<file path="src/rtl/uart_pkg.sv">
`default_nettype none
// ============================================================================
// Module      : uart_pkg
// Description : Shared types and helpers for the UART controller: TX/RX state
//               encodings, parity mode decoding and parity calculation.
// Revision    : 1.0 - initial release
// ============================================================================
package uart_pkg;

    localparam int MAX_DATA_BITS = 9;

    typedef enum logic [2:0] {
        TX_IDLE   = 3'd0,
        TX_START  = 3'd1,
        TX_DATA   = 3'd2,
        TX_PARITY = 3'd3,
        TX_STOP   = 3'd4
    } tx_state_e;

    typedef enum logic [2:0] {
        RX_IDLE       = 3'd0,
        RX_START      = 3'd1,
        RX_DATA       = 3'd2,
        RX_PARITY     = 3'd3,
        RX_STOP       = 3'd4,
        RX_BREAK_WAIT = 3'd5
    } rx_state_e;

    typedef enum logic [1:0] {
        PAR_NONE = 2'd0,
        PAR_EVEN = 2'd1,
        PAR_ODD  = 2'd2
    } parity_mode_e;

    // Elaboration-time decode of the PARITY string parameter.
    function automatic parity_mode_e parity_from_string(input string s);
        parity_mode_e m;
        m = PAR_NONE;
        if (s == "EVEN") m = PAR_EVEN;
        if (s == "ODD")  m = PAR_ODD;
        return m;
    endfunction

    // Parity over the low nbits of data; EVEN yields the XOR, ODD its inverse.
    function automatic logic parity_calc(input logic [MAX_DATA_BITS-1:0] data,
                                         input int nbits,
                                         input parity_mode_e mode);
        logic p;
        p = 1'b0;
        for (int i = 0; i < MAX_DATA_BITS; i++) begin
            if (i < nbits) p = p ^ data[i];
        end
        return (mode == PAR_ODD) ? ~p : p;
    endfunction

endpackage
`default_nettype wire

</file>
<file path="src/rtl/uart_sync_fifo.sv">
`default_nettype none
// ============================================================================
// Module      : uart_sync_fifo
// Description : Show-ahead synchronous FIFO. head_data presents the oldest
//               entry while empty is low. A push into a full FIFO is accepted
//               only when a pop happens in the same cycle.
// Ports       : clk, rst (async, active-high), push/push_data, pop,
//               head_data, empty, full, count (occupancy)
// Revision    : 1.0 - initial release
// ============================================================================
module uart_sync_fifo #(
    parameter int WIDTH = 8,
    parameter int DEPTH = 16
) (
    input  logic                       clk,
    input  logic                       rst,
    input  logic                       push,
    input  logic [WIDTH-1:0]           push_data,
    input  logic                       pop,
    output logic [WIDTH-1:0]           head_data,
    output logic                       empty,
    output logic                       full,
    output logic [$clog2(DEPTH+1)-1:0] count
);
    localparam int PTR_W = $clog2(DEPTH);
    localparam int CNT_W = $clog2(DEPTH+1);

    logic [WIDTH-1:0] mem_q [DEPTH];
    logic [PTR_W-1:0] wr_ptr_q, wr_ptr_d;
    logic [PTR_W-1:0] rd_ptr_q, rd_ptr_d;
    logic [CNT_W-1:0] count_q, count_d;
    logic             do_push;
    logic             do_pop;

    always_comb begin
        empty    = (count_q == '0);
        full     = (count_q == CNT_W'(DEPTH));
        do_pop   = pop && !empty;
        do_push  = push && (!full || do_pop);
        wr_ptr_d = wr_ptr_q;
        rd_ptr_d = rd_ptr_q;
        count_d  = count_q;
        // DEPTH is a power of two, so the pointers wrap on natural overflow.
        if (do_push) wr_ptr_d = wr_ptr_q + PTR_W'(1);
        if (do_pop)  rd_ptr_d = rd_ptr_q + PTR_W'(1);
        case ({do_push, do_pop})
            2'b10:   count_d = count_q + CNT_W'(1);
            2'b01:   count_d = count_q - CNT_W'(1);
            default: count_d = count_q;
        endcase
    end

    always_ff @(posedge clk or posedge rst) begin
        if (rst) begin
            wr_ptr_q <= '0;
            rd_ptr_q <= '0;
            count_q  <= '0;
        end else begin
            wr_ptr_q <= wr_ptr_d;
            rd_ptr_q <= rd_ptr_d;
            count_q  <= count_d;
        end
    end

    // Storage needs no reset; nothing is visible while the FIFO is empty.
    always_ff @(posedge clk) begin
        if (do_push) mem_q[wr_ptr_q] <= push_data;
    end

    assign head_data = mem_q[rd_ptr_q];
    assign count     = count_q;

endmodule
`default_nettype wire

</file>
<file path="src/rtl/uart_ctrl_fifo.sv">
`default_nettype none
// ============================================================================
// Module      : uart_ctrl_fifo
// Description : Full-duplex UART with shared oversampling tick, configurable
//               frame format, majority-vote RX sampling, break/overrun
//               detection and a show-ahead receive FIFO.
// Ports       : clk, rst (async, active-high)
//               TX : tx_data, tx_valid, tx_ready, tx_busy, tx
//               RX : rx, rx_data, rx_parity_err, rx_frame_err, rx_valid,
//                    rx_ready, rx_break, rx_overrun, rx_fifo_count
// Revision    : 1.0 - initial release
// ============================================================================
module uart_ctrl_fifo
    import uart_pkg::*;
#(
    parameter int    CLK_FREQ      = 50_000_000,
    parameter int    BAUD_RATE     = 115_200,
    parameter int    OVERSAMPLE    = 16,
    parameter int    DATA_BITS     = 8,
    parameter string PARITY        = "NONE",
    parameter int    STOP_BITS     = 1,
    parameter int    RX_FIFO_DEPTH = 16
) (
    input  logic                               clk,
    input  logic                               rst,
    input  logic [DATA_BITS-1:0]               tx_data,
    input  logic                               tx_valid,
    output logic                               tx_ready,
    output logic                               tx_busy,
    output logic                               tx,
    input  logic                               rx,
    output logic [DATA_BITS-1:0]               rx_data,
    output logic                               rx_parity_err,
    output logic                               rx_frame_err,
    output logic                               rx_valid,
    input  logic                               rx_ready,
    output logic                               rx_break,
    output logic                               rx_overrun,
    output logic [$clog2(RX_FIFO_DEPTH+1)-1:0] rx_fifo_count
);
    localparam int           SAMPLE_DIV = CLK_FREQ / (BAUD_RATE * OVERSAMPLE);
    localparam int           DIV_W      = (SAMPLE_DIV > 1) ? $clog2(SAMPLE_DIV) : 1;
    localparam int           OS_W       = $clog2(OVERSAMPLE);
    localparam int           M          = OVERSAMPLE / 2;
    localparam parity_mode_e PMODE      = parity_from_string(PARITY);
    localparam bit           HAS_PAR    = (PMODE != PAR_NONE);
    localparam bit           PARITY_OK  = (PARITY == "NONE") || (PARITY == "EVEN") || (PARITY == "ODD");
    localparam int           FW         = DATA_BITS + 2;

    localparam logic [OS_W-1:0] OS_LAST = OS_W'(OVERSAMPLE - 1);
    localparam logic [OS_W-1:0] OS_M_M1 = OS_W'(M - 1);
    localparam logic [OS_W-1:0] OS_M    = OS_W'(M);
    localparam logic [OS_W-1:0] OS_M_P1 = OS_W'(M + 1);
    localparam logic [3:0]      BIT_LAST = 4'(DATA_BITS - 1);

    // ---------------------------------------------------------------- checks
    if (SAMPLE_DIV < 1) begin : g_chk_div
        $error("uart_ctrl_fifo: SAMPLE_DIV < 1");
    end
    if (OVERSAMPLE < 8 || (OVERSAMPLE % 2) != 0) begin : g_chk_os
        $error("uart_ctrl_fifo: OVERSAMPLE must be even and >= 8");
    end
    if (DATA_BITS < 5 || DATA_BITS > 9) begin : g_chk_db
        $error("uart_ctrl_fifo: DATA_BITS out of range");
    end
    if (!PARITY_OK) begin : g_chk_par
        $error("uart_ctrl_fifo: PARITY must be NONE, EVEN or ODD");
    end
    if (STOP_BITS < 1 || STOP_BITS > 2) begin : g_chk_stop
        $error("uart_ctrl_fifo: STOP_BITS must be 1 or 2");
    end
    if (RX_FIFO_DEPTH < 2 || (RX_FIFO_DEPTH & (RX_FIFO_DEPTH - 1)) != 0) begin : g_chk_depth
        $error("uart_ctrl_fifo: RX_FIFO_DEPTH must be a power of 2 >= 2");
    end

    // ---------------------------------------------------------- tick generator
    logic [DIV_W-1:0] div_q, div_d;
    logic             tick;

    always_comb begin
        tick  = (div_q == DIV_W'(SAMPLE_DIV - 1));
        div_d = tick ? '0 : div_q + DIV_W'(1);
    end

    // ----------------------------------------------------------------- TX FSM
    tx_state_e            tx_state_q, tx_state_d;
    logic [OS_W-1:0]      tx_os_q, tx_os_d;
    logic [3:0]           tx_bit_q, tx_bit_d;
    logic                 tx_stop_q, tx_stop_d;
    logic [DATA_BITS-1:0] tx_sh_q, tx_sh_d;
    logic                 tx_par_q, tx_par_d;
    logic                 tx_q, tx_d;
    logic                 tx_bit_end;

    always_comb begin
        tx_state_d = tx_state_q;
        tx_os_d    = tx_os_q;
        tx_bit_d   = tx_bit_q;
        tx_stop_d  = tx_stop_q;
        tx_sh_d    = tx_sh_q;
        tx_par_d   = tx_par_q;
        tx_bit_end = tick && (tx_os_q == OS_LAST);
        if (tick && tx_state_q != TX_IDLE) tx_os_d = tx_os_q + OS_W'(1);
        case (tx_state_q)
            TX_IDLE: begin
                if (tx_valid) begin
                    tx_state_d = TX_START;
                    tx_sh_d    = tx_data;
                    tx_par_d   = parity_calc(MAX_DATA_BITS'(tx_data), DATA_BITS, PMODE);
                    tx_os_d    = '0;
                end
            end
            TX_START: begin
                if (tx_bit_end) begin
                    tx_state_d = TX_DATA;
                    tx_bit_d   = '0;
                end
            end
            TX_DATA: begin
                if (tx_bit_end) begin
                    if (tx_bit_q == BIT_LAST) begin
                        tx_state_d = HAS_PAR ? TX_PARITY : TX_STOP;
                        tx_stop_d  = 1'b0;
                    end else begin
                        tx_bit_d = tx_bit_q + 4'd1;
                        tx_sh_d  = tx_sh_q >> 1;
                    end
                end
            end
            TX_PARITY: begin
                if (tx_bit_end) begin
                    tx_state_d = TX_STOP;
                    tx_stop_d  = 1'b0;
                end
            end
            TX_STOP: begin
                if (tx_bit_end) begin
                    if (tx_stop_q == 1'(STOP_BITS - 1)) tx_state_d = TX_IDLE;
                    else                                 tx_stop_d  = 1'b1;
                end
            end
            default: tx_state_d = TX_IDLE;
        endcase
        if (tx_bit_end) tx_os_d = '0;

        // Line level is registered from the next state so tx is glitch-free.
        case (tx_state_d)
            TX_START:  tx_d = 1'b0;
            TX_DATA:   tx_d = tx_sh_d[0];
            TX_PARITY: tx_d = tx_par_d;
            default:   tx_d = 1'b1;
        endcase
    end

    assign tx_ready = (tx_state_q == TX_IDLE);
    assign tx_busy  = !tx_ready;
    assign tx       = tx_q;

    // ----------------------------------------------------------------- RX FSM
    rx_state_e            rx_state_q, rx_state_d;
    logic                 rx_meta_q, rx_sync_q;
    logic [OS_W-1:0]      rx_os_q, rx_os_d;
    logic [3:0]           rx_bit_q, rx_bit_d;
    logic [DATA_BITS-1:0] rx_sh_q, rx_sh_d;
    logic [1:0]           rx_smp_q, rx_smp_d;
    logic                 rx_par_q, rx_par_d;
    logic                 rx_break_q, rx_break_d;
    logic                 rx_overrun_q, rx_overrun_d;
    logic                 rx_maj, rx_eval, rx_bit_end;
    logic                 rx_fe, rx_pe, rx_brk_frame;
    logic                 rx_push;
    logic                 fifo_pop, fifo_empty, fifo_full;
    logic [FW-1:0]        fifo_head;

    always_comb begin
        rx_state_d = rx_state_q;
        rx_os_d    = rx_os_q;
        rx_bit_d   = rx_bit_q;
        rx_sh_d    = rx_sh_q;
        rx_smp_d   = rx_smp_q;
        rx_par_d   = rx_par_q;
        rx_break_d = 1'b0;
        rx_push    = 1'b0;
        // Majority of the samples at M-1, M and the live sample at M+1.
        rx_maj     = (rx_smp_q[0] & rx_smp_q[1]) | (rx_smp_q[0] & rx_sync_q) | (rx_smp_q[1] & rx_sync_q);
        rx_eval    = tick && (rx_os_q == OS_M_P1);
        rx_bit_end = tick && (rx_os_q == OS_LAST);
        rx_fe      = !rx_maj;
        rx_pe      = HAS_PAR && (rx_par_q != parity_calc(MAX_DATA_BITS'(rx_sh_q), DATA_BITS, PMODE));
        rx_brk_frame = (rx_sh_q == '0) && (!HAS_PAR || !rx_par_q) && !rx_maj;

        if (tick && rx_state_q != RX_IDLE && rx_state_q != RX_BREAK_WAIT) rx_os_d = rx_os_q + OS_W'(1);
        if (tick && rx_os_q == OS_M_M1) rx_smp_d[0] = rx_sync_q;
        if (tick && rx_os_q == OS_M)    rx_smp_d[1] = rx_sync_q;

        case (rx_state_q)
            RX_IDLE: begin
                if (tick && !rx_sync_q) begin
                    rx_state_d = RX_START;
                    rx_os_d    = '0;
                end
            end
            RX_START: begin
                if (rx_eval && rx_maj) begin
                    rx_state_d = RX_IDLE;
                end else if (rx_bit_end) begin
                    rx_state_d = RX_DATA;
                    rx_bit_d   = '0;
                end
            end
            RX_DATA: begin
                if (rx_eval) rx_sh_d = {rx_maj, rx_sh_q[DATA_BITS-1:1]};
                if (rx_bit_end) begin
                    if (rx_bit_q == BIT_LAST) rx_state_d = HAS_PAR ? RX_PARITY : RX_STOP;
                    else                      rx_bit_d   = rx_bit_q + 4'd1;
                end
            end
            RX_PARITY: begin
                if (rx_eval)    rx_par_d   = rx_maj;
                if (rx_bit_end) rx_state_d = RX_STOP;
            end
            RX_STOP: begin
                // Leave at the stop midpoint so the next start edge is caught.
                if (rx_eval) begin
                    if (rx_brk_frame) begin
                        rx_break_d = 1'b1;
                        rx_state_d = RX_BREAK_WAIT;
                    end else begin
                        rx_push    = 1'b1;
                        rx_state_d = RX_IDLE;
                    end
                end
            end
            RX_BREAK_WAIT: begin
                if (rx_sync_q) rx_state_d = RX_IDLE;
            end
            default: rx_state_d = RX_IDLE;
        endcase
        if (rx_bit_end) rx_os_d = '0;

        fifo_pop     = !fifo_empty && rx_ready;
        rx_overrun_d = rx_push && fifo_full && !fifo_pop;
    end

    uart_sync_fifo #(
        .WIDTH (FW),
        .DEPTH (RX_FIFO_DEPTH)
    ) u_rx_fifo (
        .clk       (clk),
        .rst       (rst),
        .push      (rx_push),
        .push_data ({rx_fe, rx_pe, rx_sh_q}),
        .pop       (fifo_pop),
        .head_data (fifo_head),
        .empty     (fifo_empty),
        .full      (fifo_full),
        .count     (rx_fifo_count)
    );

    // Head fields are masked while empty so stale storage never leaks out.
    assign rx_valid      = !fifo_empty;
    assign rx_data       = fifo_empty ? '0   : fifo_head[DATA_BITS-1:0];
    assign rx_parity_err = fifo_empty ? 1'b0 : fifo_head[DATA_BITS];
    assign rx_frame_err  = fifo_empty ? 1'b0 : fifo_head[DATA_BITS+1];
    assign rx_break      = rx_break_q;
    assign rx_overrun    = rx_overrun_q;

    // ------------------------------------------------------------- registers
    always_ff @(posedge clk or posedge rst) begin
        if (rst) begin
            div_q        <= '0;
            tx_state_q   <= TX_IDLE;
            tx_os_q      <= '0;
            tx_bit_q     <= '0;
            tx_stop_q    <= 1'b0;
            tx_sh_q      <= '0;
            tx_par_q     <= 1'b0;
            tx_q         <= 1'b1;
            rx_meta_q    <= 1'b1;
            rx_sync_q    <= 1'b1;
            rx_state_q   <= RX_IDLE;
            rx_os_q      <= '0;
            rx_bit_q     <= '0;
            rx_sh_q      <= '0;
            rx_smp_q     <= 2'b11;
            rx_par_q     <= 1'b0;
            rx_break_q   <= 1'b0;
            rx_overrun_q <= 1'b0;
        end else begin
            div_q        <= div_d;
            tx_state_q   <= tx_state_d;
            tx_os_q      <= tx_os_d;
            tx_bit_q     <= tx_bit_d;
            tx_stop_q    <= tx_stop_d;
            tx_sh_q      <= tx_sh_d;
            tx_par_q     <= tx_par_d;
            tx_q         <= tx_d;
            rx_meta_q    <= rx;
            rx_sync_q    <= rx_meta_q;
            rx_state_q   <= rx_state_d;
            rx_os_q      <= rx_os_d;
            rx_bit_q     <= rx_bit_d;
            rx_sh_q      <= rx_sh_d;
            rx_smp_q     <= rx_smp_d;
            rx_par_q     <= rx_par_d;
            rx_break_q   <= rx_break_d;
            rx_overrun_q <= rx_overrun_d;
        end
    end

endmodule
`default_nettype wire

</file>
<file path="config.mk">
export PLATFORM = sky130hd
export DESIGN_NAME = uart_ctrl_fifo
export DESIGN_NICKNAME = d
export VERILOG_FILES = /design/src/rtl/uart_pkg.sv /design/src/rtl/uart_sync_fifo.sv /design/src/rtl/uart_ctrl_fifo.sv
export SDC_FILE = /design/constraint.sdc
export NUM_CORES = 1
export LEC_CHECK = 0
export CAP_MARGIN = 20
export CORE_MARGIN = 5
export CORE_UTILIZATION = 40
export DETAILED_ROUTE_END_ITERATION = 10
export SYNTH_ARGS = -nofsm -noshare
export SYNTH_HDL_FRONTEND = slang
export SYNTH_SLANG_ARGS = --single-unit
</file>
<file path="constraint.sdc">
create_clock -name clk -period 3.5 [get_ports clk]
set_input_delay 0.7 -clock clk [delete_from_list [all_inputs] [get_ports clk]]
set_output_delay 0.7 -clock clk [all_outputs]
set_load 0.01 [all_outputs]
</file>
==> summary.txt <==
Min path
  • Worst hold path type: reg -> reg
  • Worst Hold Path Cells: 0

Synth
  • Post-synth net total: 586
  • Post-synth EDFFs: 144
  • Register area share after synthesis: 66.4%
  • Syn avg cell area: 16.1 um2
  • Synth cell types: 59
  • Largest family of logic cells by synthesized area: multiplexers
  • Synth warnings: 0
  • #FFs+latches synth: 208
  • Synth Area in Simple Gates: 8.98%
  • Synth Area in Compound Gates: 4.24%
  • Gate Count Post-Synth: 555
  • Mapped cell area: 8940 um2
  • Post-synthesis mux area share: 13.3%
  • Post-synth ARST share: 30.8%
  • Synth Area in XOR/XNOR: 2.25%
  • Most used flip-flop cell after synthesis: edfxtp_1
  • Post-Synth Adder-Cell Area: 2.72%

Clock network
  • Buffers from clock root to sink, at most: 3
  • Clk pin slew, worst setup/hold paths: 0.06 ns
  • CTS tree: built
  • Clk root buf: clkbuf_16
  • Clock latency at the later pin of the worst-skew pair: 0.49 ns
  • CTS Hold Buffers Added: 0
  • Clock sinks: 208
  • H-tree levels: 1
  • TritonCTS Buffers: 23

Die
  • Core area: 21900 um2
  • Die width: 159 um
  • Initial Util: 40.8%
  • Rows: 54
  • Die area: 25400 um2
  • Die Y-Extent: 159 um
  • IO Count: 34

Timing
  • Slew Limit Fails: 0
  • Fin crit period: 3.41 ns
  • Final worst path period share: 97.4%
  • Setup_tns: 0 ns
  • Slew HR: 46.3%
  • RSZ-0062 raised after global routing: false
  • Setup violations, final: 0
  • Worst Tran Pin Value: 0.805 ns
  • Max Clk Rate: 293 MHz
  • Hold Vio Cnt, Final: 0
  • Fin Hold WS: 0.356 ns
  • Worst Skew: 0.0105 ns

Setup path
  • Slowest stage delay, CP: 0.51 ns
  • Crit Path Class: reg -> out
  • Critical Path AT: 2.71 ns
  • CP Launch Type: register
  • CP max-delay cell: mux4_2
  • Crit path cell chain: buf_4 > bufbuf_16 > mux4_2 > mux4_2 > nor2b_1 > dlygate4sd2_1
  • Worst setup EP type: output port
  • Critical path's top delay family: multiplexers
  • Worst Path Max Fanout: 8
  • WP buf/inv: 3
  • Most used cell, CP: mux4_2
  • Reg2reg path depth: 12
  • Stages on worst setup path: 6
  • CP required: 2.80 ns

Power
  • PwrDens: 579 nW/um2
  • Worst ir drop on vdd: 0.368 mV
  • Total power: 6.04 mW
  • Leakage power: 4.14 nW

Routing
  • Via/cell ratio: 5.48
  • Routed wire per std cell: 19.8 um
  • Post-route antenna net violation count: 0
  • Starting DRT DRC Count: 380
  • Residual DRC count: 0
  • Drt pass-1 iters: 5
  • WL final: 17900 um
  • Vias: 4961

Global routing
  • First-pass GRT wire length: 29000 um
  • Initial antenna violation count: 0
  • Largest net degree at the start of global routing: 65
  • Gr usage total: 14.2%
  • Vias in the first global route: 5145
  • Grt ovf: 0

Placement
  • Buffers on Ports: 32
  • DP Area: 9650 um2
  • Routability congestion estimate: 0.789
  • HPWL Detailed: 11400 um

Cells and area
  • Final Net Count: 644
  • Number of diodes: 0
  • Final Cell Area: 10400 um2
  • Layout area overhead: 16.8%
  • Fillers: 1866
  • Commonest non-fill, non-tap cell in the layout: edfxtp_1
  • Most frequent cells in the layout: 144 x edfxtp_1, 58 x dfrtp_1, 45 x mux4_2
  • Layout cells sized above 1: 19.8%
  • Fin util: 47.7%

Job
  • Max Cap Viol: 0

Outcome
  • Status: finished clean
==> through the flow <==
step	setup WS [ns]	std cells
after floorplan	0.743	555
after global placement	0.427	863
after detailed placement	0.315	863
after CTS	0.0157	906
after global routing	0.00385	906
final	0.0893	906
==> sequential cells by signal, indices dropped and copies added (netlist names), 2 cells and up <==
| signal | cells |
|---|---|
| u_rx_fifo.mem_q | 144 |
| rx_sh_q | 8 |
| tx_sh_q | 8 |
| div_q | 5 |
| u_rx_fifo.count | 5 |
| rx_bit_q | 4 |
| rx_os_q | 4 |
| tx_bit_q | 4 |
| tx_os_q | 4 |
| u_rx_fifo.rd_ptr_q | 4 |
| u_rx_fifo.wr_ptr_q | 4 |
| rx_state_q | 3 |
| tx_state_q | 3 |
| rx_smp_q | 2 |
==> report_power, final <==
| part | leakage, nW | switching (mW) | internal (mW) |
|---|---|---|---|
| Sequential | 2.39 | 0.0936 | 2.67 |
| Clock | 0.340 | 0.907 | 1.37 |
| Combinational | 1.41 | 0.461 | 0.539 |
==> per-layer routing <==
layer  part of all wire (%)  track usage (%)
met3                    6.0             2.77
met4                    3.0             4.15
met2                     46             22.0
met1                     45             20.4
met5                      0                0
==> kinds of logic (layout without fill, tap and decap cells) <==
logic type	count (synthesis)	in the layout
mux	61	61
buf+inv	41	112
simple gates	144	144
compound gates	58	58
fa+ha+maj	19	19
xor+xnor	23	23
flops	208	208
other cells	1	1
==> Yosys cell counts, drive strengths merged (3+ instances only) <==
library cell | count | area share, %
xnor2 | 15 | 1.5
nor2 | 22 | 0.92
o22ai | 3 | 0.21
a22o | 3 | 0.29
nor3 | 8 | 0.45
ha | 17 | 2.4
mux4 | 45 | 11
xor2 | 8 | 0.78
nor3b | 3 | 0.31
nand4 | 7 | 0.49
nand3 | 10 | 0.56
inv | 19 | 0.80
nand2 | 33 | 1.4
a22oi | 7 | 0.59
buf | 12 | 0.87
nand3b | 4 | 0.34
nor2b | 17 | 1.2
o21ai | 21 | 1.2
a21oi | 9 | 0.50
dfstp | 5 | 1.5
clkbuf | 9 | 0.38
nand2b | 4 | 0.28
mux2i | 4 | 0.45
edfxtp | 144 | 48
and3 | 19 | 1.3
mux2 | 12 | 1.5
nor4 | 5 | 0.52
dfrtp | 59 | 17
==> worst register-to-register path, stage by stage, from the launching register on <==
cell and delay (ns):
dfrtp_1 0.58, nor4_1 0.41, nand3b_1 0.30, and3b_1 0.26
inv_1 0.06, ha_1 0.24, inv_1 0.11, fa_1 0.40
nor2b_1 0.12, o21ai_0 0.10, and3_1 0.19, nor3_1 0.17
xor2_1 0.17
==> path summary, 6_finish.rpt <==
check                                                    end  slack [ns]                              start
max                                               rx_data[4]        0.09  u_rx_fifo.rd_ptr_q[0]$_DFFE_PP0P_
min                                      rx_sync_q$_DFF_PP1_        0.36                rx_meta_q$_DFF_PP1_
max reg2reg                   u_rx_fifo.count[4]$_DFFE_PP0P_        0.31             rx_sh_q[7]$_DFFE_PP0P_
min reg2reg                              rx_sync_q$_DFF_PP1_        0.36                rx_meta_q$_DFF_PP1_
max in group asynchronous  u_rx_fifo.rd_ptr_q[0]$_DFFE_PP0P_        2.17                                rst
min in group asynchronous             tx_sh_q[7]$_DFFE_PP0P_        0.77                                rst
==> cell type report <==
| type | instances | area [um2] | area share [%] |
|---|---|---|---|
| clock buffer | 30 | 612 | 5.86 |
| multi-input combinational | 306 | 2820 | 27.0 |
| inverter | 20 | 75.1 | 0.719 |
| clock inverter | 8 | 97.6 | 0.935 |
| timing repair buffer | 54 | 554 | 5.31 |
| tap | 280 | 350 | 3.36 |
| sequential | 208 | 5930 | 56.8 |
==> what timing repair did <==
| item | 4_1_cts | 5_1_grt |
|---|---|---|
| buffers inserted | 3 | 0 |
| cloned | 2 | 0 |
| endpoints found under the setup margin | 8 | 1 |
| gates resized for setup | 9 | 4 |
Power figures use the tool's default switching activity.
